==> src/rtl/pipeline_pkg.sv <==
// Shared types and constants for the 5-stage pipeline control path.
package pipeline_pkg;

    localparam int REG_ADDR_W = 3;

    // Bubble instruction loaded by the stage registers on a flush (addi x0,x0,0).
    localparam logic [31:0] NOP_INSTR = 32'h0000_0013;

    typedef enum logic [2:0] {
        ST_INIT     = 3'd0,
        ST_RUN      = 3'd1,
        ST_MEM_WAIT = 3'd2,
        ST_HALT     = 3'd3,
        ST_ERROR    = 3'd4
    } ctrl_state_t;

endpackage

==> src/rtl/pipeline_ctrl_load_use.sv <==
// Load-use hazard detection: a load in EX writing a register the ID instruction reads.
module load_use_detect
    import pipeline_pkg::*;
(
    input  logic [REG_ADDR_W-1:0] id_rs1,
    input  logic [REG_ADDR_W-1:0] id_rs2,
    input  logic                  id_use_rs1,
    input  logic                  id_use_rs2,
    input  logic [REG_ADDR_W-1:0] ex_rd,
    input  logic                  ex_is_load,
    input  logic                  ex_regwrite,
    output logic                  hazard
);

    // r0 is an ordinary register in this core, so no zero-register exclusion.
    always_comb begin
        hazard = ex_is_load & ex_regwrite &
                 ((id_use_rs1 & (id_rs1 == ex_rd)) | (id_use_rs2 & (id_rs2 == ex_rd)));
    end

endmodule

==> src/rtl/pipeline_ctrl.sv <==
// Pipeline sequencing and hazard controller: stage enables/flushes, fill after
// reset, memory wait tracking with timeout, halt/error terminal states, stall counter.
module pipeline_ctrl
    import pipeline_pkg::*;
#(
    parameter int INIT_CYCLES = 2,
    parameter int MEM_TIMEOUT = 255,
    parameter int CNT_W       = 16
) (
    input  logic                  clk,
    input  logic                  rst_n,
    input  logic [REG_ADDR_W-1:0] id_rs1,
    input  logic [REG_ADDR_W-1:0] id_rs2,
    input  logic                  id_use_rs1,
    input  logic                  id_use_rs2,
    input  logic [REG_ADDR_W-1:0] ex_rd,
    input  logic                  ex_is_load,
    input  logic                  ex_regwrite,
    input  logic                  ex_branch_taken,
    input  logic                  mem_req,
    input  logic                  mem_ready,
    input  logic                  wb_halt,
    output logic                  pc_en,
    output logic                  ifid_en,
    output logic                  idex_en,
    output logic                  exmem_en,
    output logic                  memwb_en,
    output logic                  ifid_flush,
    output logic                  idex_flush,
    output logic                  memwb_flush,
    output logic [2:0]            state,
    output logic                  halted,
    output logic                  err,
    output logic [CNT_W-1:0]      stall_count
);

    localparam int IW = $clog2(INIT_CYCLES + 1);

    ctrl_state_t   state_q, state_d;
    logic [IW-1:0] init_cnt;
    logic [7:0]    wait_cnt;
    logic          hazard;
    logic          mem_busy;

    load_use_detect u_load_use (
        .id_rs1      (id_rs1),
        .id_rs2      (id_rs2),
        .id_use_rs1  (id_use_rs1),
        .id_use_rs2  (id_use_rs2),
        .ex_rd       (ex_rd),
        .ex_is_load  (ex_is_load),
        .ex_regwrite (ex_regwrite),
        .hazard      (hazard)
    );

    assign mem_busy = mem_req & ~mem_ready;
    assign state    = state_q;
    assign halted   = (state_q == ST_HALT);
    assign err      = (state_q == ST_ERROR);

    // Next state and per-stage strobes; RUN and MEM_WAIT share the same strobe rules.
    always_comb begin
        state_d     = state_q;
        pc_en       = 1'b0;
        ifid_en     = 1'b0;
        idex_en     = 1'b0;
        exmem_en    = 1'b0;
        memwb_en    = 1'b0;
        ifid_flush  = 1'b0;
        idex_flush  = 1'b0;
        memwb_flush = 1'b0;
        unique case (state_q)
            ST_INIT: begin
                {ifid_en, idex_en, exmem_en, memwb_en}  = 4'b1111;
                {ifid_flush, idex_flush, memwb_flush}   = 3'b111;
                if (init_cnt == IW'(INIT_CYCLES - 1)) state_d = ST_RUN;
            end
            ST_RUN, ST_MEM_WAIT: begin
                if (mem_busy) begin
                    // Freeze everything up to EX/MEM; WB drains into a bubble.
                    memwb_en    = 1'b1;
                    memwb_flush = 1'b1;
                end else if (ex_branch_taken) begin
                    // Squash the two younger instructions; a coincident load-use is moot.
                    {pc_en, ifid_en, idex_en, exmem_en, memwb_en} = 5'b11111;
                    ifid_flush = 1'b1;
                    idex_flush = 1'b1;
                end else if (hazard) begin
                    // Hold IF/ID one cycle and send a bubble into EX.
                    {idex_en, exmem_en, memwb_en} = 3'b111;
                    idex_flush = 1'b1;
                end else begin
                    {pc_en, ifid_en, idex_en, exmem_en, memwb_en} = 5'b11111;
                end
                if (wb_halt)
                    state_d = ST_HALT;
                else if (state_q == ST_RUN) begin
                    if (mem_busy) state_d = ST_MEM_WAIT;
                end else if (!mem_busy)
                    state_d = ST_RUN;
                else if (wait_cnt == 8'(MEM_TIMEOUT - 1))
                    state_d = ST_ERROR;
            end
            default: ;  // HALT / ERROR: everything off until reset
        endcase
    end

    // State register and fill/wait counters.
    always_ff @(posedge clk) begin
        if (!rst_n) begin
            state_q  <= ST_INIT;
            init_cnt <= '0;
            wait_cnt <= '0;
        end else begin
            state_q <= state_d;
            if (state_q == ST_INIT && init_cnt != IW'(INIT_CYCLES - 1))
                init_cnt <= init_cnt + IW'(1);
            if (state_q != ST_MEM_WAIT)
                wait_cnt <= '0;
            else if (mem_busy)
                wait_cnt <= wait_cnt + 8'd1;
        end
    end

    // Saturating count of cycles the PC was held while the pipeline was live.
    always_ff @(posedge clk) begin
        if (!rst_n)
            stall_count <= '0;
        else if ((state_q == ST_RUN || state_q == ST_MEM_WAIT) && !pc_en &&
                 stall_count != {CNT_W{1'b1}})
            stall_count <= stall_count + CNT_W'(1);
    end

endmodule

==> config.mk <==
export PLATFORM = sky130hd
export DESIGN_NAME = pipeline_ctrl
export DESIGN_NICKNAME = d
export VERILOG_FILES = /design/src/rtl/pipeline_pkg.sv /design/src/rtl/pipeline_ctrl_load_use.sv /design/src/rtl/pipeline_ctrl.sv
export SDC_FILE = /design/constraint.sdc
export NUM_CORES = 1
export LEC_CHECK = 0
export ABC_CLOCK_PERIOD_IN_PS = 2000
export BUFFER_PORTS_ARGS = -buffer_cell sky130_fd_sc_hd__buf_2
export CORE_AREA = 2 2 67 69
export DETAILED_ROUTE_END_ITERATION = 10
export DIE_AREA = 0 0 69 71
export PLACE_DENSITY = 0.66
export SLEW_MARGIN = 0
export SYNTH_ARGS = -nofsm -noshare
export SYNTH_HDL_FRONTEND = slang
export SYNTH_SLANG_ARGS = --single-unit
==> constraint.sdc <==
create_clock -name clk -period 2 [get_ports clk]
set_input_delay 0.2 -clock clk [delete_from_list [all_inputs] [get_ports clk]]
set_output_delay 0.2 -clock clk [all_outputs]
set_load 0.005 [all_outputs]
After elaboration in Yosys (flattened, before gate mapping). Index checks and enable logic that the tools add are counted.

Output and inout bits: 29. Input bits: 19. Logic and storage cells: 64. Bits in registers: 29.

Reductions and logical operators: 11. Equality and inequality tests: 14. Muxes and demuxes: 24. Bitwise logic cells: 8. Add/sub/neg operators: 3.

Operators by type and width (number): $mux W3 (6); $add A16 B1 Y16 const B (1); $ne A16 B16 Y1 const B (1); $mux W1 (12); $pmux W1 S2 (5); $add A8 B1 Y8 const B (1); $eq A8 B8 Y1 const B (1); $eq A3 B2 Y1 const B (2); $eq A3 B3 Y1 (2); $pmux W3 S2 (1); $and A1 B1 Y1 (5); $ne A5 B5 Y1 const B (1); $ne A4 B4 Y1 const B (1); $reduce_and A4 Y1 (1); $reduce_or A2 Y1 (2); $eq A3 B1 Y1 const B (1); $eq A3 B3 Y1 const B (1); $logic_and A1 B1 Y1 (3); $logic_not A3 Y1 (1); $ne A3 B2 Y1 const B (1); $reduce_or A3 Y1 (1); $add A2 B1 Y2 const B (1); $eq A2 B1 Y1 const B (1); $ne A2 B1 Y1 const B (1); other kinds (6) (7).

Depth between registers and ports, before layout. Gate-level depths: netlist (run 1).

Depth after elaboration: 11. Mapped depth: 8. Mapped depth without buffers: 8.

Modules after synthesis. From an unflattened synthesis (run 1), not the netlist that was laid out.

Cells, all modules: 203. Area, all modules: 1674.1 µm².

Modules (own cells, without submodules): pipeline_ctrl (instances 1, seq. area each 580.6 µm², area each 1600.3 µm², cells each 193); load_use_detect (instances 1, seq. area each 0.0 µm², area each 73.8 µm², cells each 10).

Worst setup path after synthesis (run 1). No wires, ideal clock.

Kind: flip-flop to flip-flop. Start point: register state_q[1], in the netlist state[1]. End point: register stall_count[15]. Clock period less this slack: 2.002 ns. Setup time: 0.071 ns. Arrival time: 1.931 ns. Stages on the path, launching flop included: 8. Slack: -0.002 ns. Path through: dfxtp_1 buf_6 nand2b_4 a21o_4 a2111oi_4 o21ai_2 or4_1 a21oi_1.

Longest elaborated chain between the ends: 6. Elaborated cells between the ends (all ways): 8. Those cells by class: eq/ne: 2; mux: 1; reduce/logical: 5.

RTL lines: start: declaration (RTL line pipeline_ctrl.sv:39) `ctrl_state_t state_q, state_d;`; start signal: assignment (RTL line pipeline_ctrl.sv:115) `state_q <= state_d;`; $eq A3 B1 Y1 or $eq A3 B2 Y1 (tied branches) (RTL line pipeline_ctrl.sv:72, pipeline_ctrl.sv:129); $reduce_or A2 Y1 (RTL line pipeline_ctrl.sv:72) `unique case (state_q)`; $mux W1 (RTL line pipeline_ctrl.sv:72); $logic_not A1 Y1 (RTL line pipeline_ctrl.sv:129) `else if ((state_q == ST_RUN || state_q == ST_MEM_WAIT) && !pc_en &&`; $logic_and A1 B1 Y1 (*) (2 in series) (RTL line pipeline_ctrl.sv:129); end signal: assignment (RTL line pipeline_ctrl.sv:131) `stall_count <= stall_count + CNT_W'(1);`; end: declaration (RTL line pipeline_ctrl.sv:34) `output logic [CNT_W-1:0] stall_count`.

Every way passes the cells marked *; elsewhere a longest branch is shown, timed or not. A chain may end at the register's enable or synchronous reset.

Worst setup path after layout (run 1).
Start point: register state_q[0], in the netlist state[0]. End point: register stall_count[15].

The elaborated chain is that of the path after synthesis.

==> results of run 1 <==
==> Yosys cell counts, types with 2 or more instances <==
library cell	count	share of area
dfxtp_1	29	0.36
clkbuf_1	4	0.0092
mux2i_1	2	0.012
nand2_1	15	0.034
or2_2	2	0.0077
or3_1	6	0.023
inv_1	3	0.0069
or4_1	4	0.018
nor2_1	23	0.053
a211oi_1	3	0.014
nor2b_1	2	0.0077
o31ai_1	3	0.014
o21ai_0	12	0.037
ha_1	4	0.031
nor3_1	3	0.0092
nand2b_1	3	0.011
xnor2_1	9	0.048
buf_6	3	0.021
or3_2	2	0.0092
nand2b_4	2	0.017
o21a_1	3	0.014
xor2_1	6	0.032
a21oi_1	16	0.049
nand4_1	7	0.027
and4_1	3	0.016
o21ai_2	2	0.011
nand3_1	9	0.028
==> worst register-to-register path: stages, from the launching register on <==
cell and delay (ns):
dfxtp_4 0.36, nand2b_4 0.14, a21o_4 0.23, a2111oi_4 0.26, buf_4 0.20, o21ai_4 0.08
or4_4 0.53, a21oi_2 0.12
==> report_power, final <==
group | switching [uW] | leakage (uW) | internal, uW | total [uW]
Clock | 222 | 0.0000542 | 310 | 532
Sequential | 38.1 | 0.000236 | 628 | 666
Combinational | 304 | 0.000657 | 342 | 645
==> cell families (layout without fill, tap and decap cells) <==
group / after synthesis / after routing
buffers and inverters: 12 / 93
and+or+nand+nor: 86 / 86
muxes: 2 / 2
AOI/OAI and AO/OA: 47 / 47
adders and majority gates: 4 / 4
DFF: 29 / 29
xor gates and xnor gates: 15 / 15
==> layer usage <==
layer / up-vias / GRT usage / part of all wire
li1: 860 / - / -
met2: 43 / 0.245 / 0.42
met1: 731 / 0.228 / 0.51
met5: - / 0 / 0
met4: 0 / 0.0675 / 0.014
met3: 5 / 0.0484 / 0.060
==> final timing paths <==
path	end	slack (ns)
worst max-delay path	stall_count[15]	0.02
worst min-delay path	stall_count[4]	0.21
worst max register to register	stall_count[15]	0.02
worst min register to register	wait_cnt[7]	0.48
==> registers in the layout (all words and copies together), names as in the netlist <==
name / flops
state: 3
init_cnt: 2
wait_cnt: 8
stall_count: 16
==> stage by stage <==
stage	instance area (sq um)	std cells	worst slack [ns]	power [uW]	hold slack (ns)
after floorplan	1630	195	0.0780	1100	0.318
after global placement	2100	315	-0.0136	1270	0.469
after detailed placement	2100	315	-0.0821	1280	0.477
after CTS	2200	323	0.0337	1820	0.209
after global routing	2290	328	-0.0356	1960	0.227
final	2290	328	0.0172	1840	0.212
==> cell type report <==
cell class	count	area [sq um]	area share
Multi-Input combinational cell	154	1030	0.448
Sequential cell	29	588	0.257
Timing Repair Buffer	81	494	0.216
Clock buffer	7	96.3	0.0421
Tap cell	52	65.1	0.0284
Inverter	4	15.0	0.00655
Clock inverter	1	5.00	0.00218
==> repair_timing <==
action                     4_1_cts  5_1_grt
gates cloned                     0        0
buffers inserted                 0        5
pin swaps                        0       11
setup endpoints to repair        1        7
gates resized for setup          1       15
==> implementation parameters, run 1 <==
Parameter                              Value

Status
  Run status    finished, final reports clean

Detailed routing
  Number of search-and-repair iterations in the first detailed-routing pass    4
  Total Wirelength    3910 microns
  Post-route DRC    0
  Post-DR wirelength/cell    11.9 microns
  Vias    1639
  Routed vias/inst    5.00
  Number of antenna-violating nets in the routed design    0
  Initial DRC count    50

STA
  # setup viols final    0
  Actual transition at the worst max-transition pin    0.515 ns
  Final-report max-slew violation count    0
  Final Skew    0.00886 ns
  Ratio of final minimum period to clock period    0.991
  Hold Violations, Final    0
  Slew HR    0.654
  Final min period    1.98 ns
  Setup TNS Final    0 ns
  Unrepaired setup endpoints after global routing    true
  Maximum clock rate    504 MHz

Setup path
  Buffers plus inverters on the worst setup path    1
  Critical Path Fanout Max    5
  Element type at the critical path end    flop
  Crit path from    state[0]
  Critical Path Max Stage Delay    0.53 ns
  Startpoint Class    flop
  FF-to-FF Start    state[0]
  Instance count on the critical path    7
  Signal arrival time at the worst endpoint    2.20 ns
  Cell-by-cell trace of the critical path    nand2b_4 -> a21o_4 -> a2111oi_4 -> buf_4 -> o21ai_4 -> or4_4 -> a21oi_2
  Length in cells of the worst reg-to-reg path    7
  Slowest cell on the critical path    or4_4
  Type of the setup path with the least slack    flop to flop
  Cell family with the largest share of critical-path delay    compound AO/OA/AOI/OAI gates
  Required time worst endpoint    2.21 ns

Global route
  Antenna violations before repair    0
  Vias in the first global route    1513
  First-pass GRT wire length    6690 microns
  Global-route usage over all layers    0.166
  Total gr overflow    0
  Pin count of the biggest net entering global routing    18

Cells and area
  Fillers    415
  Most frequent standard cell in the layout excluding fill and tap cells    buf_2
  Antenna Diode Count    0
  Syn-to-layout area delta    40.2%
  Fraction of layout cells with a size suffix above 1    0.399
  Nets    298
  End-of-flow core utilization    0.545
  Highest-count cells in the layout ignoring fill and taps    buf_2, buf_4, dfxtp_1, nor2_1, nand2_1

Floorplan
  Std-Cell Rows    24
  I/O pin count    48
  Total core area    4200 sq um
  Die area    4900 sq um
  Y dimension of the die    71 microns
  Effective utilization at floorplan    0.389
  Chip width    69 microns

Clock tree
  TritonCTS sink count    29
  Clock insertion delay at the later pin of the skew report    0.28 ns
  CTS tree    built
  Maximum level of the CTS H-tree    2
  Inserted Clock Buffers    5
  Library cell used as clock root buffer    clkbuf_8
  Clock input transition at the sequential cells of the worst setup and hold paths    0.07 ns
  Clock tree buffer depth    2
  Post-CTS Hold Buffers    0

Worst hold path
  Number of cells on the worst hold path    2
  Start point of the worst min-delay path    rst_n
  Hold/Removal Path Class    input pin to flop

Placement
  Placed wire-length estimate after detailed placement    2870 microns
  Gp weighted congestion    0.837
  Port bufs    47

Synth
  EDFF count, synth    0
  Arithmetic-cell share of the synthesized area counting full adders, half adders and majority gates    0.0306
  Total standard cell area after synthesis    1630 sq um
  Post-synthesis area per instance    8.38 sq um
  Most used DFF post-synth    dfxtp_1
  Simple logic cell fraction of the synthesized area    0.283
  XOR/XNOR share of the synthesized area    0.0804
  Register area share after synthesis    0.355
  Number of flip-flops and latches in the synthesized netlist    29
  Share of flip-flops with an asynchronous set or reset    0
  Count of yosys warnings during synthesis    0
  Combinational family with the most area after synthesis    simple AND/OR/NAND/NOR gates
  Number of distinct standard cells referenced by the synthesized netlist    42
  Post-Syn Instances    195
  Multiplexer fraction of the synthesized cell area    0.0123
  Post-Syn Nets    218
  Compound-cell area share of the yosys netlist    0.194

Run
  Maximum Capacitance Violations    0

Power
  Static leakage    0.000948 uW
  Worst voltage drop across the vdd grid    0.000388 V
  Power per cell area    805 nW/um^2
(Power assumes the default switching activity.)
==> run 2, diff against run 1 <==
- CORE_AREA: 2 2 67 69 -> 2 2 81 83
- DIE_AREA: 0 0 69 71 -> 0 0 83 85
- PLACE_DENSITY: 0.66 -> default
==> implementation parameters, run 2 (synthesis results as in run 1) <==
Parameter                              Value

Clock tree
  Maximum level of the CTS H-tree    2 (unchanged)
  Inserted Clock Buffers    5 (unchanged)
  Clock insertion delay at the later pin of the skew report    0.28 ns (about the same)
  CTS tree    built (unchanged)
  Library cell used as clock root buffer    clkbuf_8 (unchanged)
  TritonCTS sink count    29 (unchanged)
  Clock input transition at the sequential cells of the worst setup and hold paths    0.07 ns (about the same)
  Clock tree buffer depth    2 (unchanged)

Global route
  Antenna violations before repair    0 (unchanged)
  Global-route usage over all layers    0.119 (was 0.166)
  Total gr overflow    0 (unchanged)
  Pin count of the biggest net entering global routing    18 (unchanged)
  Vias in the first global route    1529 (was 1513)
  First-pass GRT wire length    7000 microns (was 6690 microns)

Setup path
  FF-to-FF Start    state[1] (was state[0])
  R2r endpoint    stall_count[3] (was stall_count[15])
  Cell-by-cell trace of the critical path    nand2b_4 -> a21o_4 -> a2111oi_4 -> buf_4 -> o21ai_4 -> or4b_4 -> a21oi_2 (was nand2b_4 -> a21o_4 -> a2111oi_4 -> buf_4 -> o21ai_4 -> or4_4 -> a21oi_2)
  Signal arrival time at the worst endpoint    2.14 ns (was 2.20 ns)
  Buffers plus inverters on the worst setup path    1 (unchanged)
  Element type at the critical path end    flop (unchanged)
  Slowest cell on the critical path    or4b_4 (was or4_4)
  Critical Path Fanout Max    10 (was 5)
  Worst reg2reg setup slack    0.08 ns (was 0.02 ns)
  Required time worst endpoint    2.22 ns (was 2.21 ns)
  Type of the setup path with the least slack    flop to flop (unchanged)
  Startpoint Class    flop (unchanged)
  Length in cells of the worst reg-to-reg path    7 (unchanged)
  Critical Path Max Stage Delay    0.49 ns (was 0.53 ns)
  Cell family with the largest share of critical-path delay    simple AND/OR/NAND/NOR gates (was compound AO/OA/AOI/OAI gates)

Detailed routing
  Number of search-and-repair iterations in the first detailed-routing pass    4 (unchanged)
  Total Wirelength    4100 microns (was 3910 microns)
  Vias    1618 (was 1639)
  Met2 WL    1860 microns (was 1620 microns)
  Post-DR wirelength/cell    11.9 microns (about the same)
  Routed vias/inst    4.69 (was 5.00)
  Routed met3 length    195 microns (was 234 microns)
  Initial DRC count    57 (was 50)
  Top layer used by detailed routing    met4 (unchanged)
  Post-route DRC    0 (unchanged)
  Total routed wire length on the met1 layer    2000 microns (was 1990 microns)
  Number of antenna-violating nets in the routed design    0 (unchanged)

Run
  Maximum Capacitance Violations    0 (unchanged)

Worst hold path
  Hold-critical path endpoint    stall_count[4] (unchanged)
  Number of cells on the worst hold path    2 (unchanged)
  Hold/Removal Path Class    input pin to flop (unchanged)
  Start point of the worst min-delay path    rst_n (unchanged)

Cells and area
  Antenna Diode Count    0 (unchanged)
  Max reg flops    16 (unchanged)
  Fraction of layout cells with a size suffix above 1    0.369 (was 0.399)
  Fillers    651 (was 415)
  Non-filler cells in the finished layout    345 (was 328)
  Nets    290 (was 298)
  Highest-count cells in the layout ignoring fill and taps    buf_2, dfxtp_1, buf_4, nor2_1 (was buf_2, buf_4, dfxtp_1, nor2_1, nand2_1)
  Register containing the most flip-flops in the final layout    stall_count (unchanged)
  Syn-to-layout area delta    37.2% (was 40.2%)
  Most frequent standard cell in the layout excluding fill and tap cells    buf_2 (unchanged)

Placement
  Gp weighted congestion    0.825 (was 0.837)
  Port bufs    47 (unchanged)
  Post-Place Cells    336 (was 315)
  Placed wire-length estimate after detailed placement    3120 microns (was 2870 microns)
  Post-placement worst setup slack    -0.0528 ns (was -0.0821 ns)

STA
  Final worst-path setup slack    0.0842 ns (was 0.0172 ns)
  # setup viols final    0 (unchanged)
  Maximum clock rate    522 MHz (was 504 MHz)
  Actual transition at the worst max-transition pin    0.544 ns (was 0.515 ns)
  Final-report max-slew violation count    0 (unchanged)
  Hold Violations, Final    0 (unchanged)
  Final min period    1.92 ns (was 1.98 ns)
  Slew HR    0.634 (was 0.654)
  Final Skew    0.00780 ns (was 0.00886 ns)
  Ratio of final minimum period to clock period    0.958 (was 0.991)

Power
  Power per cell area    785 nW/um^2 (was 805 nW/um^2)
  Static leakage    0.000900 uW (was 0.000948 uW)
  Worst voltage drop across the vdd grid    0.000368 V (was 0.000388 V)

Floorplan
  Y dimension of the die    85 microns (was 71 microns)
  Chip width    83 microns (was 69 microns)
  Std-Cell Rows    29 (was 24)
  Total core area    6200 sq um (was 4200 sq um)
  Die area    7060 sq um (was 4900 sq um)
  I/O pin count    48 (unchanged)
  Effective utilization at floorplan    0.263 (was 0.389)

Status
  Run status    finished, final reports clean (unchanged)
-- run 2: cell types whose count changed in the layout (fill, tap and decap cells not counted), sizes merged --
cell	change
clkbuf	-1
buf	-8
clkinv	+1
-- run 2: metal layers --
| metal | vias to the layer above | track usage |
|---|---|---|
| li1 | 846 | - |
| met1 | 734 | 0.159 |
| met2 | 32 | 0.188 |
| met3 | 6 | 0.0340 |
| met4 | 0 | 0.0358 |
| met5 | - | 0 |
-- run 2: through the flow --
| step | utilization | setup TNS, ns | power, uW | hold slack (ns) | instance area (sq um) |
|---|---|---|---|---|---|
| 2_1_floorplan | - | 0 | 1100 | 0.318 | 1630 |
| 3_3_place_gp | 0.340 | -0.00831 | 1290 | 0.473 | 2110 |
| 3_5_place_dp | 0.340 | -0.145 | 1290 | 0.484 | 2110 |
| 4_1_cts | 0.353 | 0 | 1760 | 0.213 | 2190 |
| 5_1_grt | 0.361 | -0.00717 | 1880 | 0.220 | 2240 |
| 6_report | 0.361 | 0 | 1760 | 0.213 | 2240 |
-- run 2: cell type report --
class	count	area [sq um]	share of cell area
multi-input cells	154	1020	0.456
flip-flops and latches	29	583	0.260
repair buffers	73	443	0.198
well taps	77	96.3	0.0430
clock buffers	6	72.6	0.0324
inverters	4	15.0	0.00670
clock inverters	2	10.0	0.00446
-- run 2: worst max path at each step --
stage | from | end | slack [ns] | cells past startpoint
2_1_floorplan | state[1] | stall_count[15] | 0.08 | 7
3_3_place_gp | ex_rd[2] | stall_count[3] | -0.008 | 8
3_5_place_dp | ex_rd[0] | stall_count[3] | -0.05 | 8
4_1_cts | state[1] | stall_count[3] | 0.02 | 7
5_1_grt | state[1] | stall_count[3] | -0.007 | 7
6_report | state[1] | stall_count[3] | 0.08 | 7
-- run 2: where the power goes --
group,internal [uW],leakage (uW),switching [uW]
clock,241,0.0000450,226
combinational,327,0.000620,300
sequential,622,0.000235,44.4
-- run 2: timing repair --
action	CTS	global route
hold endpoints to repair	0	0
hold buffers	0	0
setup buffers	0	1
setup endpoints to repair	0	15
resized for setup	0	10
